**src/rtl/issue_warp_sched.sv**
```systemverilog
// Per-issue-slot warp scheduler: round-robin grant with starvation override feeding one
// registered output stage. Define ISSUE_SCHED_PERF_EN to add the perf_* counter outputs.
module issue_warp_sched #(
    parameter  int NUM_REQS     = 4,
    parameter  int DATAW        = 64,
    parameter  int STARVE_LIMIT = 15,
    localparam int IDXW         = $clog2(NUM_REQS),
    localparam int CNTW         = $clog2(STARVE_LIMIT + 1)
) (
    input  logic                      clk,
    input  logic                      reset,
    input  logic [NUM_REQS-1:0]       req_valid,
    input  logic [NUM_REQS*DATAW-1:0] req_data,
    output logic [NUM_REQS-1:0]       req_ready,
    input  logic [NUM_REQS-1:0]       stall_mask,
    output logic                      out_valid,
    output logic [DATAW-1:0]          out_data,
    output logic [IDXW-1:0]           out_idx,
`ifdef ISSUE_SCHED_PERF_EN
    output logic [43:0]               perf_stalls,
    output logic [43:0]               perf_starve_grants,
`endif
    input  logic                      out_ready
);

    localparam logic [CNTW-1:0] SAT = CNTW'(STARVE_LIMIT);

    logic                out_valid_q;
    logic [DATAW-1:0]    out_data_q;
    logic [IDXW-1:0]     out_idx_q;
    logic [IDXW-1:0]     rr_ptr_q;
    logic [CNTW-1:0]     wait_cnt_q [NUM_REQS];
    logic [CNTW-1:0]     wait_cnt_d [NUM_REQS];

    logic [NUM_REQS-1:0] elig;
    logic [NUM_REQS-1:0] gnt;
    logic                any_elig;
    logic                load;
    logic                fire;
    logic                starve_hit;
    logic [IDXW-1:0]     starve_idx;
    logic [IDXW-1:0]     rr_idx;
    logic [IDXW-1:0]     cand;
    logic [IDXW-1:0]     gnt_idx;
    logic [DATAW-1:0]    sel_data;

    always_comb begin
        // NOTE: every variable gets a default before any conditional write so no latch is inferred.
        elig       = req_valid & ~stall_mask;
        any_elig   = |elig;
        load       = ~out_valid_q | out_ready;
        fire       = load & any_elig;
        starve_hit = 1'b0;
        starve_idx = '0;
        rr_idx     = '0;
        cand       = '0;
        gnt        = '0;

        // Downward scan so the lowest starving index is the one left standing.
        for (int i = NUM_REQS - 1; i >= 0; i--) begin
            if (elig[i] && wait_cnt_q[i] == SAT) begin
                starve_hit = 1'b1;
                starve_idx = IDXW'(i);
            end
        end

        // Offsets NUM_REQS..1 from rr_ptr; the smallest eligible offset is written last and wins.
        for (int k = NUM_REQS; k >= 1; k--) begin
            cand = rr_ptr_q + IDXW'(k);
            if (elig[cand]) rr_idx = cand;
        end

        gnt_idx = starve_hit ? starve_idx : rr_idx;
        if (any_elig) gnt[gnt_idx] = 1'b1;
        sel_data  = req_data[int'(gnt_idx)*DATAW +: DATAW];
        req_ready = (load && reset) ? gnt : '0;

        for (int i = 0; i < NUM_REQS; i++) begin
            if (!req_valid[i] || (fire && gnt_idx == IDXW'(i))) begin
                wait_cnt_d[i] = '0;
            end else if (elig[i] && wait_cnt_q[i] != SAT) begin
                wait_cnt_d[i] = wait_cnt_q[i] + 1'b1;
            end else begin
                wait_cnt_d[i] = wait_cnt_q[i];
            end
        end
    end

    always_ff @(posedge clk or negedge reset) begin
        if (!reset) begin
            out_valid_q <= 1'b0;
            out_data_q  <= '0;
            out_idx_q   <= '0;
            rr_ptr_q    <= IDXW'(NUM_REQS - 1);
            // NOTE: the wait counters are a handful of flops, not a RAM, so each one is reset.
            for (int i = 0; i < NUM_REQS; i++) wait_cnt_q[i] <= '0;
        end else begin
            // NOTE: state updates use non-blocking assignments so all registers see pre-edge values.
            if (load) begin
                out_valid_q <= any_elig;
                if (any_elig) begin
                    out_data_q <= sel_data;
                    out_idx_q  <= gnt_idx;
                    rr_ptr_q   <= gnt_idx;
                end
            end
            for (int i = 0; i < NUM_REQS; i++) wait_cnt_q[i] <= wait_cnt_d[i];
        end
    end

    assign out_valid = out_valid_q;
    assign out_data  = out_data_q;
    assign out_idx   = out_idx_q;

`ifdef ISSUE_SCHED_PERF_EN
    logic [43:0] perf_stalls_q;
    logic [43:0] perf_starve_q;

    always_ff @(posedge clk or negedge reset) begin
        if (!reset) begin
            perf_stalls_q <= '0;
            perf_starve_q <= '0;
        end else begin
            if (any_elig && !load)   perf_stalls_q <= perf_stalls_q + 44'd1;
            if (fire && starve_hit)  perf_starve_q <= perf_starve_q + 44'd1;
        end
    end

    assign perf_stalls        = perf_stalls_q;
    assign perf_starve_grants = perf_starve_q;
`endif

endmodule

```
**config.mk**
```make
export PLATFORM = sky130hd
export DESIGN_NAME = issue_warp_sched
export DESIGN_NICKNAME = d
export VERILOG_FILES = /design/src/rtl/issue_warp_sched.sv
export SDC_FILE = /design/constraint.sdc
export NUM_CORES = 1
export LEC_CHECK = 0
export ABC_CLOCK_PERIOD_IN_PS = 3240
export BUFFER_PORTS_ARGS = -buffer_cell sky130_fd_sc_hd__buf_2
export CAP_MARGIN = 10
export CELL_PAD_IN_SITES_DETAIL_PLACEMENT = 1
export CELL_PAD_IN_SITES_GLOBAL_PLACEMENT = 2
export CORE_MARGIN = 8
export CORE_UTILIZATION = 25
export DETAILED_ROUTE_END_ITERATION = 8
export HOLD_SLACK_MARGIN = 0.03
export PLACE_DENSITY = 0.85
export SLEW_MARGIN = 40
export SYNTH_ARGS = -nofsm -noshare
export SYNTH_HDL_FRONTEND = slang
export SYNTH_SLANG_ARGS = --single-unit
```
**constraint.sdc**
```tcl
create_clock -name clk -period 3.24 [get_ports clk]
set_input_delay 0.486 -clock clk [delete_from_list [all_inputs] [get_ports clk]]
set_output_delay 0.486 -clock clk [all_outputs]
set_load 0.1 [all_outputs]
```
==> results of run 1 <==
power by group through the flow:
stage / clock (µW) / sequential (µW) / combinational [µW]
2_1_floorplan: 0 / 3780 / 1410
4_1_cts: 1140 / 1580 / 4710
6_report: 1090 / 1580 / 4690
5_1_grt: 1170 / 1620 / 4920
3_3_place_gp: 0 / 1590 / 4650
3_5_place_dp: 0 / 1600 / 4710
cells by family after synthesis:
| group | synth area share [%] |
|---|---|
| and+or+nand+nor | 24.23 |
| AOI/OAI and AO/OA | 34.57 |
| muxes | 0.6104 |
| buffers and inverters | 6.807 |
| xor gates and xnor gates | 1.554 |
| adders and majority gates | 0.7399 |
| DFF | 31.48 |
final timing paths:
kind / start / endpoint / slack, ns / depth (start not counted)
worst max-delay path: wait_cnt_q[0] / req_ready[1] / 0.22 / 9
worst min-delay path: reset / wait_cnt_q[1] / 0.22 / 2
worst max register to register: rr_ptr_q[1] / out_data[27] / 0.55 / 8
worst min register to register: out_data[55] / out_data[55] / 0.48 / 2
max in group asynchronous: reset / out_data[53] / 2.07 / 3
min in group clk: req_valid[1] / wait_cnt_q[8] / 0.44 / 2
cell usage in the layout (no fill, tap or decap), types with 3 or more instances in the layout:
master,netlist,layout
dfrtp_1,83,83
xor2_1,8,8
xnor2_1,4,4
buf_4,5,20
o41ai_2,28,28
nand3_1,7,7
buf_12,0,9
a21oi_1,3,3
buf_2,26,332
inv_6,0,3
o22ai_1,65,65
a21o_1,3,3
nor2_1,69,68
buf_6,2,4
nand2b_1,7,6
a211oi_1,71,71
ha_1,4,4
nand4_1,67,67
o31ai_1,64,64
mux2i_1,3,3
clkbuf_16,0,9
nand2_1,74,72
o41ai_1,36,36
and2_1,4,3
diode_2,0,8
nor2b_1,4,4
and3_1,64,64
nor3b_1,9,9
sequential cells by signal, indices dropped and copies added (netlist names):
| register | count |
|---|---|
| out_data | 64 |
| wait_cnt_q | 16 |
| out_idx | 2 |
| rr_ptr_q | 2 |
| out_valid | 1 |
cell type report:
class                      instances  share of cell area [%]
timing repair buffer             365                   22.20
clock inverter                     6                  0.5727
antenna                            8                  0.2182
sequential                        85                   23.21
multi-input combinational        620                   46.47
inverter                           2                 0.08181
clock buffer                      10                   2.604
tap                              341                   4.650
timing repair:
| action | 4_1_cts | 5_1_grt |
|---|---|---|
| hold buffers | 0 | 0 |
| endpoints found under the setup margin | 0 | 3 |
| hold endpoints to repair | 0 | 0 |
| gates resized for setup | 0 | 3 |
per-stage QoR:
step	instance area, µm²	setup slack, ns	hold WS [ns]	util (%)
finish	9176	0.2187	0.2206	34.34
global route	9176	0.05630	0.2503	34.34
global placement	8846	0.3630	0.4502	33.10
detailed placement	8846	0.2414	0.4581	33.10
CTS	9138	0.1364	0.2295	34.19
floorplan	6797	-0.3164	0.1904	-
metal layers:
layer,vias up,part of all wire [%],track usage [%]
met5,-,0.066,0
met4,4,2.1,6.779
met3,47,6.7,5.242
met2,325,48,33.22
met1,4089,44,24.72
li1,3776,-,-
==> results by group, run 1 <==
Run status
  • Status: completed

Critical path
  • CP required: approximately 2.8 ns
  • Critical path type: register to output port
  • Crit path max-delay family: compound AO/OA/AOI/OAI gates
  • CP max stage cell: a221o_4
  • WP buf/inv: 2
  • Crit-path max FO: 8
  • Worst setup EP type: output port
  • Worst endpoint data arrival time: 2.54 ns
  • Critical Path Source Type: register
  • Crit-path max cell delay: roughly 0.48 ns
  • CP Cell Sequence: ha_1 > nand3_1 > o21ai_0 > a221o_4 > and2_2 > o21ai_2 > buf_6 > nor3_4 > buf_12

Logic synthesis
  • #FFs+latches synth: 85
  • Synth cell types: between 40 and 50
  • Synth async-reset ratio: between 90% and 100%
  • EDFF count, synth: 0
  • Syn avg cell area: between 8 and 9 µm²
  • Yosys top cell area share: between 30% and 40%
  • Most area-consuming cells after synthesis: dfrtp_1 31%, a211oi_1 7.9%, o31ai_1 7.1%, o41ai_2 6.7%, nand4_1 6.2%
  • Sequential-to-total area share from yosys stat: 31.48%
  • Post-Synthesis Cells: between 800 and 900
  • Predominant post-synthesis flop cell: dfrtp_1
  • Net Count, Synth: about 1100
  • Yosys top cell by area: dfrtp_1
  • Top-count cell post-synth: dfrtp_1
  • Most common library cells after synthesis: 83 x dfrtp_1, 74 x nand2_1, 71 x a211oi_1
  • Total of warnings raised by yosys: 0
  • Mapped cell area: 6764 µm²

Clock tree
  • CTS sink cnt: 85
  • CTS Buf Count: 9
  • Clock tree from TritonCTS: built
  • Clock Tree Root: clkbuf_16
  • CTS clk-pin slew, worst paths: 0.08 ns
  • Clock Latency Late Sink: 0.35 ns
  • # H-tree levels: 3
  • Post CTS Setup Buffer Count: 0
  • Longest Clk Path Bufs: 2

Pwr
  • Internal: 2926 µW
  • Clock share of power: 14.8%
  • Switching pwr: 4440 µW
  • Post-layout power: 7367 µW
  • Worst vdd ir: 0.0003476 V
  • Share of total power in combinational logic: a little under two thirds
  • Leak: 0.004171 µW
  • Switch share: 60.27%
  • Seq pwr share: 21.5%
  • Power per cell area: about 800 nW/µm²

STA
  • Final setup violation count: 0
  • RSZ-0062 raised after global routing: false
  • Min cycle time layout: 3.021 ns
  • Final hold viol count: 0
  • Max transition margin: 45.33%
  • Worst slew pin tran: roughly 0.82 ns
  • Max Clock Skew: 0.01407 ns
  • Fin. max-slew vios: 0
  • Tcrit/Tclk final: 93.25%
  • TNS Setup: 0 ns
  • Maximum clock frequency: ~330 MHz

Final layout
  • Register area: 2130 µm²
  • FILL cells: 3252
  • Multi-input gate area: 4264 µm²
  • Nets: 1354
  • Post-Layout Cell Count: 1437
  • Share of cells above drive strength 1: 39.52%
  • Synth-to-Final Area Change: 35.66%

Routing
  • DR pass1 iterations: 5
  • Via count: 8241
  • Iter 0 DRT Violations: 521
  • Routed WL per cell: ~23 µm
  • Post-route DRC: 0
  • Via density per instance: 5.735
  • ANT nets after route: 0
  • Final wirelength: 33.57 mm

Flow run
  • Maxcap violations: 0

Placed design
  • Detailed placer's ending HPWL: between 20 and 25 mm
  • Input/output buffers: approximately 340
  • Gpl congestion: 0.7846
  • Placed Cells: 1413

Hold path
  • Hold Path Class: input port to asynchronous set/reset pin

Floorplan
  • IO Pins: roughly 340
  • Die area: 32570 µm²
  • Starting density of the core: 25.31%
  • Cell Rows: 60
  • Chip width: 180.5 µm
  • Die height: 180.5 µm
  • Core area: 26730 µm²

GRT
  • Grt ovf: 0
  • First-pass GRT wire length: 52.91 mm
  • GRT Resource Usage Total: 19.99%
  • Largest net degree at the start of global routing: 82
  • Initial antenna violation count: 10
  • Vias in the first global route: approximately 9000
Note: power is estimated with default switching activity, not from simulation.
==> run 2, diff against run 1 <==
ABC_CLOCK_PERIOD_IN_PS = 3850   (was 3240)
CORE_UTILIZATION = 27   (was 25)
PLACE_DENSITY = 0.9   (was 0.85)
SKIP_CTS_REPAIR_TIMING = 1   (was not set)
clock period = 3.85 ns   (was 3.24 ns; I/O delays follow)
==> run 2 against run 1 <==
Routed wire length fell by 2.4%. Flip-flop and latch count did not move. Largest cell class unchanged. Final area fell by 0.78%. Critical path depth fell by 2. Power fell by 14%. Clock skew fell by 0.0053 ns.
==> results by group, run 2 (synthesis gave the netlist of run 1 again) <==
Run status
  • Status: completed (unchanged)

Clock tree
  • Longest Clk Path Bufs: 2 (unchanged)
  • Clock tree from TritonCTS: built (unchanged)
  • Clock Tree Root: clkbuf_16 (unchanged)
  • Clock Latency Late Sink: 0.34 ns (was 0.35 ns)
  • # H-tree levels: 3 (unchanged)
  • CTS clk-pin slew, worst paths: 0.07 ns (was 0.08 ns)
  • CTS sink cnt: 85 (unchanged)
  • CTS Buf Count: 9 (unchanged)

Critical path
  • Crit-path max FO: 5 (was 8)
  • CP Cell Sequence: ha_1 > nand3_1 > a21boi_0 > a311oi_4 > or3_2 > nor3_1 > buf_12 (was ha_1 > nand3_1 > o21ai_0 > a221o_4 > and2_2 > o21ai_2 > buf_6 > nor3_4 > buf_12)
  • Crit-path max cell delay: 0.49 ns (was 0.48 ns)
  • Critical path type: register to output port (unchanged)
  • Critical Path Source Type: register (unchanged)
  • CP max stage cell: or3_2 (was a221o_4)
  • R2R Setup Slk: 1.14 ns (was 0.55 ns)
  • CP required: 3.27 ns (was 2.75 ns)
  • Critical R2R Launch: wait_cnt_q[4] (was rr_ptr_q[1])
  • Worst endpoint data arrival time: 2.66 ns (was 2.54 ns)
  • R2R cell count: 8 (unchanged)
  • Reg-to-reg endpoint: wait_cnt_q[5] (was out_data[27])
  • Worst setup EP type: output port (unchanged)

Pwr
  • Leak: 0.004155 µW (was 0.004171 µW)
  • Switch share: 58.44% (was 60.27%)
  • Switching pwr: 3689 µW (was 4440 µW)
  • Post-layout power: 6313 µW (was 7367 µW)
  • Worst vdd ir: 0.0004017 V (was 0.0003476 V)
  • Power per cell area: 693.3 nW/µm² (was 802.8 nW/µm²)
  • Share of total power in combinational logic: 61.9% (was 63.7%)
  • Internal: 2624 µW (was 2926 µW)
  • Clock share of power: 17.0% (was 14.8%)
  • Seq pwr share: 21.1% (was 21.5%)

Routing
  • ANT nets after route: 0 (unchanged)
  • Via count: 8156 (was 8241)
  • Post-route DRC: 0 (unchanged)
  • Final wirelength: 32.77 mm (was 33.57 mm)
  • Routed WL per cell: 23.17 µm (was 23.36 µm)
  • Via density per instance: 5.768 (was 5.735)
  • Iter 0 DRT Violations: 528 (was 521)
  • DR pass1 iterations: 5 (unchanged)

Final layout
  • Nets: 1349 (was 1354)
  • Layout Utilization: 36.58% (was 34.34%)
  • Most frequent cells in the layout: 332 x buf_2, 83 x dfrtp_1, 72 x nand2_1 (unchanged)
  • Commonest non-fill, non-tap cell in the layout: buf_2 (unchanged)
  • Fin area: 9105 µm² (was 9176 µm²)
  • Synth-to-Final Area Change: 34.61% (was 35.66%)
  • Max reg flops: 64 (unchanged)
  • Share of cells above drive strength 1: 38.97% (was 39.52%)

STA
  • RSZ-0062 raised after global routing: false (unchanged)
  • Tcrit/Tclk final: 84.05%
  • Final hold viol count: 0 (unchanged)
  • Max Clock Skew: 0.008764 ns (was 0.01407 ns)
  • Worst slew pin tran: 0.8454 ns (was 0.8200 ns)
  • Maximum clock frequency: 309.0 MHz
  • Max transition margin: 43.64% (was 45.33%)
  • Hold Worst Slack: 0.3344 ns (was 0.2206 ns)
  • Min cycle time layout: 3.236 ns
  • Final setup violation count: 0 (unchanged)
  • Fin. max-slew vios: 0 (unchanged)

Floorplan
  • IO Pins: 338 (unchanged)
  • Core area: 24890 µm² (was 26730 µm²)
  • Cell Rows: 58 (was 60)
  • Die height: 174.3 µm (was 180.5 µm)
  • Die area: 30370 µm² (was 32570 µm²)
  • Starting density of the core: 27.17% (was 25.31%)
  • Chip width: 174.3 µm (was 180.5 µm)

Flow run
  • Maxcap violations: 0 (unchanged)

GRT
  • Initial antenna violation count: 4 (was 10)
  • GRT Resource Usage Total: 20.69% (was 19.99%)
  • Vias in the first global route: 8788 (was 8996)
  • Grt ovf: 0 (unchanged)
  • First-pass GRT wire length: 51.46 mm (was 52.91 mm)
  • Largest net degree at the start of global routing: 76 (was 82)

Placed design
  • Placed cell areas: 8702 µm² (was 8846 µm²)
  • Input/output buffers: 337 (unchanged)
  • Detailed placer's ending HPWL: 22.96 mm (was 23.20 mm)
  • Gpl congestion: 0.7928 (was 0.7846)

Hold path
  • Hold Path Class: input port to asynchronous set/reset pin (unchanged)
==> run 2: metrics by stage <==
step / TNS [ns] / worst slack, ns / instances
after global routing: 0 / 0.4869 / 1414
after detailed placement: 0 / 0.7540 / 1395
after CTS: 0 / 0.5843 / 1411
after floorplan: -1.435 / -0.7177 / 810
after global placement: 0 / 0.7494 / 1395
final: 0 / 0.6140 / 1414
==> run 2: how the worst max path moves through the flow <==
stage / slack [ns] / endpoint / start
floorplan: -0.72 / req_ready[0] / req_valid[2]
global placement: 0.75 / req_ready[2] / stall_mask[2]
detailed placement: 0.75 / req_ready[2] / stall_mask[2]
CTS: 0.58 / req_ready[2] / wait_cnt_q[4]
global route: 0.49 / req_ready[2] / wait_cnt_q[4]
finish: 0.61 / req_ready[2] / wait_cnt_q[4]
==> run 2: critical path: cells and delay by family (launching register included) <==
family          cells  cell delay (ns)
compound gates      2             0.45
flops               1             0.40
fa+ha+maj           1             0.18
buf+inv             1             0.23
simple gates        3             1.05
==> run 2: power groups by stage <==
stage	Sequential (µW)	Combinational (µW)	Clock [µW]
floorplan	3180	1170	0
global route	1360	4090	1130
global placement	1340	3850	0
detailed placement	1340	3890	0
CTS	1330	3890	1110
finish	1330	3910	1070
==> run 2: cell type report <==
class,instances,area [µm²]
sequential,85,2130
timing repair buffer,360,1967
antenna,1,2.502
inverter,2,7.507
fill,3092,15790
multi-input combinational,620,4233
clock inverter,7,127.6
tap,330,412.9
clock buffer,9,225.2
==> run 2: metal layers <==
metal | GRT usage [%] | vias up | share of wire [%]
met3 | 5.923 | 42 | 7.4
met4 | 5.344 | 6 | 1.6
met2 | 34.99 | 318 | 48
met1 | 25.35 | 4040 | 43
li1 | - | 3750 | -
met5 | 0 | - | 0.11
